**config.mk**
```make
export PLATFORM = sky130hd
export DESIGN_NAME = dm_arbiter
export DESIGN_NICKNAME = d
export VERILOG_FILES = /design/src/rtl/dm_arbiter.sv
export SDC_FILE = /design/constraint.sdc
export NUM_CORES = 1
export LEC_CHECK = 0
export CAP_MARGIN = 0
export CORE_ASPECT_RATIO = 1.4
export CORE_MARGIN = 2
export CORE_UTILIZATION = 38
export DETAILED_ROUTE_END_ITERATION = 10
export PLACE_DENSITY = 0.89
export SYNTH_ARGS = -nofsm -noshare
export SYNTH_HDL_FRONTEND = slang
export SYNTH_SLANG_ARGS = --single-unit
```
**constraint.sdc**
```tcl
create_clock -name clk -period 2 [get_ports clk]
set_input_delay 0.4 -clock clk [delete_from_list [all_inputs] [get_ports clk]]
set_output_delay 0.4 -clock clk [all_outputs]
set_load 0.02 [all_outputs]
```
**src/rtl/dm_arbiter.sv**
```systemverilog
// dm_arbiter: round-robin arbiter and sequencer sharing one single-port data
// memory between core_count processor cores.
//
// A request from core i is held on req[i] until ack[i] pulses. The arbiter
// captures the winning request, issues one memory strobe cycle, waits the
// fixed read latency for reads, then pulses ack to the owning core. Read data
// is returned on rdata in the ack cycle and held until the next read.
//
// Ports
//   clk        system clock
//   reset      synchronous, active-high reset
//   req        per-core request, held until ack
//   req_we     per-core write(1)/read(0) select, valid while req
//   req_addr   packed addresses, core i at [i*reg_width +: reg_width]
//   req_wdata  packed write data, same packing
//   mem_rdata  data-memory read data, valid mem_lat cycles after mem_read
//   ack        one-hot, one-cycle completion pulse
//   rdata      read data, valid in the ack cycle of a read
//   mem_addr   data-memory address
//   mem_wdata  data-memory write data
//   mem_write  data-memory write strobe
//   mem_read   data-memory read strobe
//   busy       high in every state except IDLE
//   owner      index of the core currently served
//
// state  | meaning
// IDLE   | search req from rr_ptr, capture the winner
// ACCESS | one strobe cycle on the memory
// WAIT   | read latency countdown, capture mem_rdata on the last cycle
// ACK    | one-cycle ack pulse, advance rr_ptr past the owner

module dm_arbiter #(
   parameter int reg_width   = 12,
   parameter int core_count  = 4,
   parameter int owner_width = 2,
   parameter int mem_lat     = 1
) (
   input  logic                            clk,
   input  logic                            reset,
   input  logic [core_count-1:0]           req,
   input  logic [core_count-1:0]           req_we,
   input  logic [core_count*reg_width-1:0] req_addr,
   input  logic [core_count*reg_width-1:0] req_wdata,
   input  logic [reg_width-1:0]            mem_rdata,
   output logic [core_count-1:0]           ack,
   output logic [reg_width-1:0]            rdata,
   output logic [reg_width-1:0]            mem_addr,
   output logic [reg_width-1:0]            mem_wdata,
   output logic                            mem_write,
   output logic                            mem_read,
   output logic                            busy,
   output logic [owner_width-1:0]          owner
);

   typedef enum logic [1:0] {IDLE, ACCESS, WAIT, ACK} state_t;

   state_t                 state, state_n;
   logic [2:0]             cnt, cnt_n;
   logic                   hold_we, hold_we_n;
   logic [owner_width-1:0] rr_ptr, rr_ptr_n;
   logic [owner_width-1:0] owner_n;
   logic [core_count-1:0]  ack_n;
   logic [reg_width-1:0]   rdata_n, mem_addr_n, mem_wdata_n;
   logic                   mem_write_n, mem_read_n, busy_n;

   logic                   found;
   logic [owner_width-1:0] win, cand;

   logic [reg_width-1:0]   addr_arr  [core_count];
   logic [reg_width-1:0]   wdata_arr [core_count];

   for (genvar g = 0; g < core_count; g++) begin : g_unpack
      assign addr_arr[g]  = req_addr[g*reg_width +: reg_width];
      assign wdata_arr[g] = req_wdata[g*reg_width +: reg_width];
   end

   // Index base+off reduced modulo core_count (off < core_count).
   function automatic logic [owner_width-1:0] wrap_idx(input logic [owner_width-1:0] base,
                                                       input int off);
      int sum;
      sum = int'(base) + off;
      if (sum >= core_count) sum = sum - core_count;
      return owner_width'(sum);
   endfunction

   always_comb begin
      state_n     = state;
      cnt_n       = cnt;
      hold_we_n   = hold_we;
      rr_ptr_n    = rr_ptr;
      owner_n     = owner;
      ack_n       = '0;
      rdata_n     = rdata;
      mem_addr_n  = mem_addr;
      mem_wdata_n = mem_wdata;
      mem_write_n = 1'b0;
      mem_read_n  = 1'b0;
      found       = 1'b0;
      win         = '0;
      cand        = '0;

      for (int i = 0; i < core_count; i++) begin
         cand = wrap_idx(rr_ptr, i);
         if (!found && req[cand]) begin
            found = 1'b1;
            win   = cand;
         end
      end

      case (state)
         IDLE: begin
            if (found) begin
               // mem_addr/mem_wdata double as the holding registers; the
               // strobe is registered so it appears in the ACCESS cycle.
               owner_n     = win;
               hold_we_n   = req_we[win];
               mem_addr_n  = addr_arr[win];
               mem_wdata_n = wdata_arr[win];
               if (req_we[win]) mem_write_n = 1'b1;
               else             mem_read_n  = 1'b1;
               state_n     = ACCESS;
            end
         end
         ACCESS: begin
            if (hold_we) begin
               ack_n[owner] = 1'b1;
               state_n      = ACK;
            end else begin
               cnt_n   = 3'(mem_lat);
               state_n = WAIT;
            end
         end
         WAIT: begin
            cnt_n = cnt - 3'd1;
            if (cnt == 3'd1) begin
               rdata_n      = mem_rdata;
               ack_n[owner] = 1'b1;
               state_n      = ACK;
            end
         end
         ACK: begin
            rr_ptr_n = (owner == owner_width'(core_count - 1)) ? '0 : owner + 1'b1;
            state_n  = IDLE;
         end
         default: state_n = IDLE;
      endcase

      busy_n = (state_n != IDLE);
   end

   always_ff @(posedge clk) begin
      if (reset) begin
         state     <= IDLE;
         cnt       <= '0;
         hold_we   <= 1'b0;
         rr_ptr    <= '0;
         owner     <= '0;
         ack       <= '0;
         rdata     <= '0;
         mem_addr  <= '0;
         mem_wdata <= '0;
         mem_write <= 1'b0;
         mem_read  <= 1'b0;
         busy      <= 1'b0;
      end else begin
         state     <= state_n;
         cnt       <= cnt_n;
         hold_we   <= hold_we_n;
         rr_ptr    <= rr_ptr_n;
         owner     <= owner_n;
         ack       <= ack_n;
         rdata     <= rdata_n;
         mem_addr  <= mem_addr_n;
         mem_wdata <= mem_wdata_n;
         mem_write <= mem_write_n;
         mem_read  <= mem_read_n;
         busy      <= busy_n;
      end
   end

endmodule

```
# [Yosys cells after proc, flatten, opt, wreduce, memory -nomap -nowiden]
# Index checks and enable logic that the tools add are counted.
[classes] mul=0 n_addsub=9 shift=0 div_mod_pow=0 order_cmp=12 bitwise_logic=3 n_eq_ne=6 reduce_logical=14 n_mux=42
[ops] op="$bmux W12 S2" n=2
[ops] op="$mux W12" n=4
[ops] op="$mux W2" n=11
[ops] op="$lt A2 B3 Y1 const B" n=6
[ops] op="$mux W1" n=13
[ops] op="$ge A3 B3 Y1 const B" n=4
[ops] op="$bmux W1 S2" n=5
[ops] op="$mux W4" n=2
[ops] op="$pmux W2 S4" n=1
[ops] op="$pmux W4 S2" n=1
[ops] op="$sub A2 B1 Y2 const B" n=4
[ops] op="$add A2 B2 Y3 const B" n=2
[ops] op="$eq A2 B2 Y1 const B" n=3
[ops] op="$pmux W3 S2" n=1
[ops] op="$reduce_and A2 Y1" n=3
[ops] op="$logic_and A1 B1 Y1" n=4
[ops] op="$reduce_bool A2 Y1" n=2
[ops] op="$add A2 B1 Y3 const B" n=1
[ops] op="$eq A3 B1 Y1 const B" n=1
[ops] op="$ge A2 B3 Y1 const B" n=1
[ops] op="$logic_not A1 Y1" n=3
[ops] op="$mux W3" n=1
[ops] op="$not A2 Y3" n=1
[ops] op="$reduce_or A3 Y1" n=1
[ops] op="other kinds (8)" n=9
[word_totals] out_inout_bits=45 latchBits=0 mem_bits_rw=0 n_memories=0 in_bits=118 romBits=0 ff_bits=53

# [Depth between registers and ports, before layout]
[depth] ltp_word=18 mapped_depth=8 mapped_depth_nobuf=7

# [Worst setup path after synthesis]
# OpenSTA, ideal clock, no wires.
[synth_path] kind="input to register" start="input port req[2]" end="register mem_addr[1]" setup_time_ns=0.133 t_required_ns=1.867 slack_ns=0.202 cell_stages=6 arrival_time_ns=1.665 path_buffers=2 path_cell_list="or4_1 > and2_1 > clkbuf_1 > clkbuf_1 > nand3_1 > a31oi_1"
[synth_between] elab_chain_len=16
[synth_lines] item="start, declared" line="40" rtl="input logic [core_count-1:0] req,"
[synth_lines] item="$bmux W1 S2" line="104" rtl="if (!found && req[cand]) begin"
[synth_lines] item="$mux W1 (implied by the code)" line="104"
[synth_lines] item="$mux W1" line="104"
[synth_lines] item="$logic_not A1 Y1" line="104"
[synth_lines] item="$logic_and A1 B1 Y1" line="104"
[synth_lines] item="$mux W1" line="104"
[synth_lines] item="$logic_not A1 Y1" line="104"
[synth_lines] item="$logic_and A1 B1 Y1" line="104"
[synth_lines] item="$mux W1" line="104"
[synth_lines] item="$logic_not A1 Y1" line="104"
[synth_lines] item="$logic_and A1 B1 Y1" line="104"
[synth_lines] item="$mux W2" line="104"
[synth_lines] item="$not A2 Y3 (implied by the code)" line="117" rtl="mem_addr_n = addr_arr[win];"
[synth_lines] item="$bmux W12 S2" line="117"
[synth_lines] item="$mux W12 (implied by the code) (2 in a row)" line="117"
[synth_lines] item="end signal, assigned" line="173" rtl="mem_addr <= mem_addr_n;"
[synth_lines] item="end, declared" line="47" rtl="output logic [reg_width-1:0] mem_addr,"
# Several ways; a longest one is shown, not always the timed one. The select of a mux whose other input is x is not followed.
# A chain may end at the register's enable or synchronous reset.

# [Final worst setup path]
[layout_path] start="input port req[3]" end="register mem_addr[7]"
# The elaborated chain is that of the path after synthesis.

==> summary.txt <==
Final Hold Fails: 0
Max Cap Viol: 0
status: finished, final reports clean
vias in the first global route: 3058
post-route cell area: 4868 um^2
DR top layer: met4
Worst Reg-to-Reg Cells: 7
RSZ-0062 raised after global routing: false
TritonCTS buffer count: 5
Metal-1 WL: 3203 um
ys flop type: dfxtp_1
post-synthesis compound-gate area fraction: 0.1510
met3 WL: 476 um
Synth-to-Final Area Change: 73.78%
Slew Limit Fails: 0
P per Cell Area: 905.0 nW/um^2
Post-Synth Simple-Gate Area: 0.1688
DPL Wire Length: 6893 um
CP Class: input port to flip-flop
via count: 2981
worst vdd ir: 701.9 uV
Syn Area/Cell: 8.979 um^2
main combinational cell family by area after synthesis: multiplexers
top post-synthesis cells by area: dfxtp_1, mux2i_1, nand2_1
Yosys top cell by area: dfxtp_1
Max Clock Freq: 516.3 MHz
worst hold path stage count: 2
Leak: 1.959 nW
worst setup margin: 0.06297 ns
worst rel slew slack: 0.7276
Seq/Total Area, Yosys: 0.3787
placed insts: 570
Final GP Congestion: 0.7788
Worst-path clk slew: 0.10 ns
Min Clock Period, post-route: 1.937 ns
Final #Nets: 614
FP Rows: 37
layout cell share with drive strength beyond 1: 0.1091
largest net degree at the start of global routing: 26
Placed Area: 4636 um^2
antenna violations before repair: 0
clk buf depth: 2
antenna cell count: 0
critical path required time: 2.23 ns
Remaining DRCs: 0
Worst Max-Slew Pin Slew: 0.4086 ns
WL met2: 4970 um
post-synthesis cell count: 312
adder-cell share of the synthesized area: 0.04913
Non-Filler Instances: 583
Root Buffer: clkbuf_8
clock skew: 0.008692 ns
die width: 76.57 um
Synth top area share: 0.3787
Tcrit/Tclk final: 0.9685
wire per inst: 15.09 um
Synth warnings: 0
Skew-Pair Late Insertion Delay: 0.30 ns
# H-tree levels: 2
CTS Sinks: 53
commonest non-fill, non-tap cells in the layout: clkdlybuf4s50_1, dfxtp_1, mux2i_1
CP Launch Type: input port
first-pass GRT wire length: 14260 um
remaining global-route overflow: 0
asr flop ratio synth: 0
Unique masters post-synth: 35
most common cell after layout, fill and taps aside: clkdlybuf4s50_1
Iteration-0 DRC Markers: 90
mux cell area share after synthesis: 0.2005
Pre-antenna DRT Iters: 4
number of synthesized flops with an enable pin: 0
Total GRT Usage: 0.2168
CP endpoint kind: flip-flop
Synth Net Count: 441
core area: 7268 um^2
WHS: 0.3442 ns
number of I/O pins: 163
Die Ht: 105.6 um
CP arrival: 2.17 ns
final number of setup-violating endpoints: 0
number of synthesized register bits: 53
Avg Vias per Cell: 5.113
setup slack after placement: -0.3832 ns
IO Port Bufs: 162
die area: 8085 um^2
post-synthesis xor/xnor area fraction: 0
routed wire length: 8800 um
Detail Route Antenna Nets: 0
post-synthesis instance area: 2801 um^2
Starting Density: 0.3854
CTS tree: built
CP Max Fanout: 13
worst hold path class: input port to flip-flop
==> path summary, 6_finish.rpt <==
path / from / endpoint / slack, ns
min reg2reg: rdata[1]$_SDFFE_PP0P_ / rdata[1]$_SDFFE_PP0P_ / 0.46
max: req[3] / mem_addr[7]$_SDFFE_PP0P_ / 0.06
max reg2reg: rr_ptr[1]$_SDFFE_PP0N_ / mem_wdata[3]$_SDFFE_PP0P_ / 0.11
min: reset / state[0]$_SDFF_PP0_ / 0.34
==> synthesized netlist by cell type (3+ instances only) <==
cell type   n
a21oi_1    26
a311o_1     9
a31oi_1     9
and2_1      7
buf_2       5
clkbuf_1   12
dfxtp_1    53
ha_1       11
inv_1       9
mux2_2      9
mux2i_1    46
nand2_1    42
nand3_1     9
nand3b_1    6
nor2_1     19
o21ai_0     3
o221ai_1    6
or3_1       9
==> final cells by class <==
type                    count  area, um^2
flip-flops and latches     53        1062
fillers                   572        2400
well taps                  97       121.4
repair buffers            188        1926
inverters                   9       33.78
clock buffers               6       72.57
multi-input cells         228        1638
clock inverters             2       15.01
==> routing by layer <==
| metal | GRT usage | vias up |
|---|---|---|
| met3 | 0.03853 | 14 |
| met5 | 0 | - |
| li1 | - | 1459 |
| met2 | 0.4381 | 122 |
| met4 | 0.05455 | 0 |
| met1 | 0.2253 | 1386 |
==> sequential cells by signal (all words and copies together), names as in the netlist <==
name,count
ack,4
busy,1
cnt,3
hold_we,1
mem_addr,12
mem_read,1
mem_wdata,12
mem_write,1
owner,2
rdata,12
rr_ptr,2
state,2
==> cells by family (layout without fill, tap and decap cells) <==
group | Yosys count | after routing
adder cells (fa/ha/maj) | 11 | 11
multiplexers | 55 | 55
buffers and inverters | 31 | 205
AND/OR/NAND/NOR | 100 | 100
AO/OA/AOI/OAI | 62 | 62
flip-flops | 53 | 53
==> critical path: stages <==
cell and delay, ns:
clkdlybuf4s50_1 0.44, or4_4 0.55, and2_1 0.21, buf_4 0.18, a311o_1 0.26, a21oi_1 0.12
==> metrics by stage <==
stage / TNS, ns / total power, mW / util
floorplan: 0 / 2.694 / -
global placement: -6.983 / 3.650 / 0.6378
detailed placement: -9.152 / 3.738 / 0.6378
CTS: 0 / 4.419 / 0.6662
global route: 0 / 4.688 / 0.6698
finish: 0 / 4.406 / 0.6698
==> timing repair <==
action | 4_1_cts | 5_1_grt
gates resized for setup | 9 | 7
hold buffers | 0 | 0
buffers inserted | 3 | 0
pin swaps | 1 | 0
gates cloned | 2 | 0
setup endpoints to repair | 19 | 27
==> power by group <==
| group | switching (mW) | total, mW | internal [mW] |
|---|---|---|---|
| Combinational | 1.15 | 2.34 | 1.19 |
| Sequential | 0.159 | 1.47 | 1.31 |
| Clock | 0.349 | 0.596 | 0.247 |
| Total | 1.66 | 4.41 | 2.75 |
(Power assumes the default switching activity.)
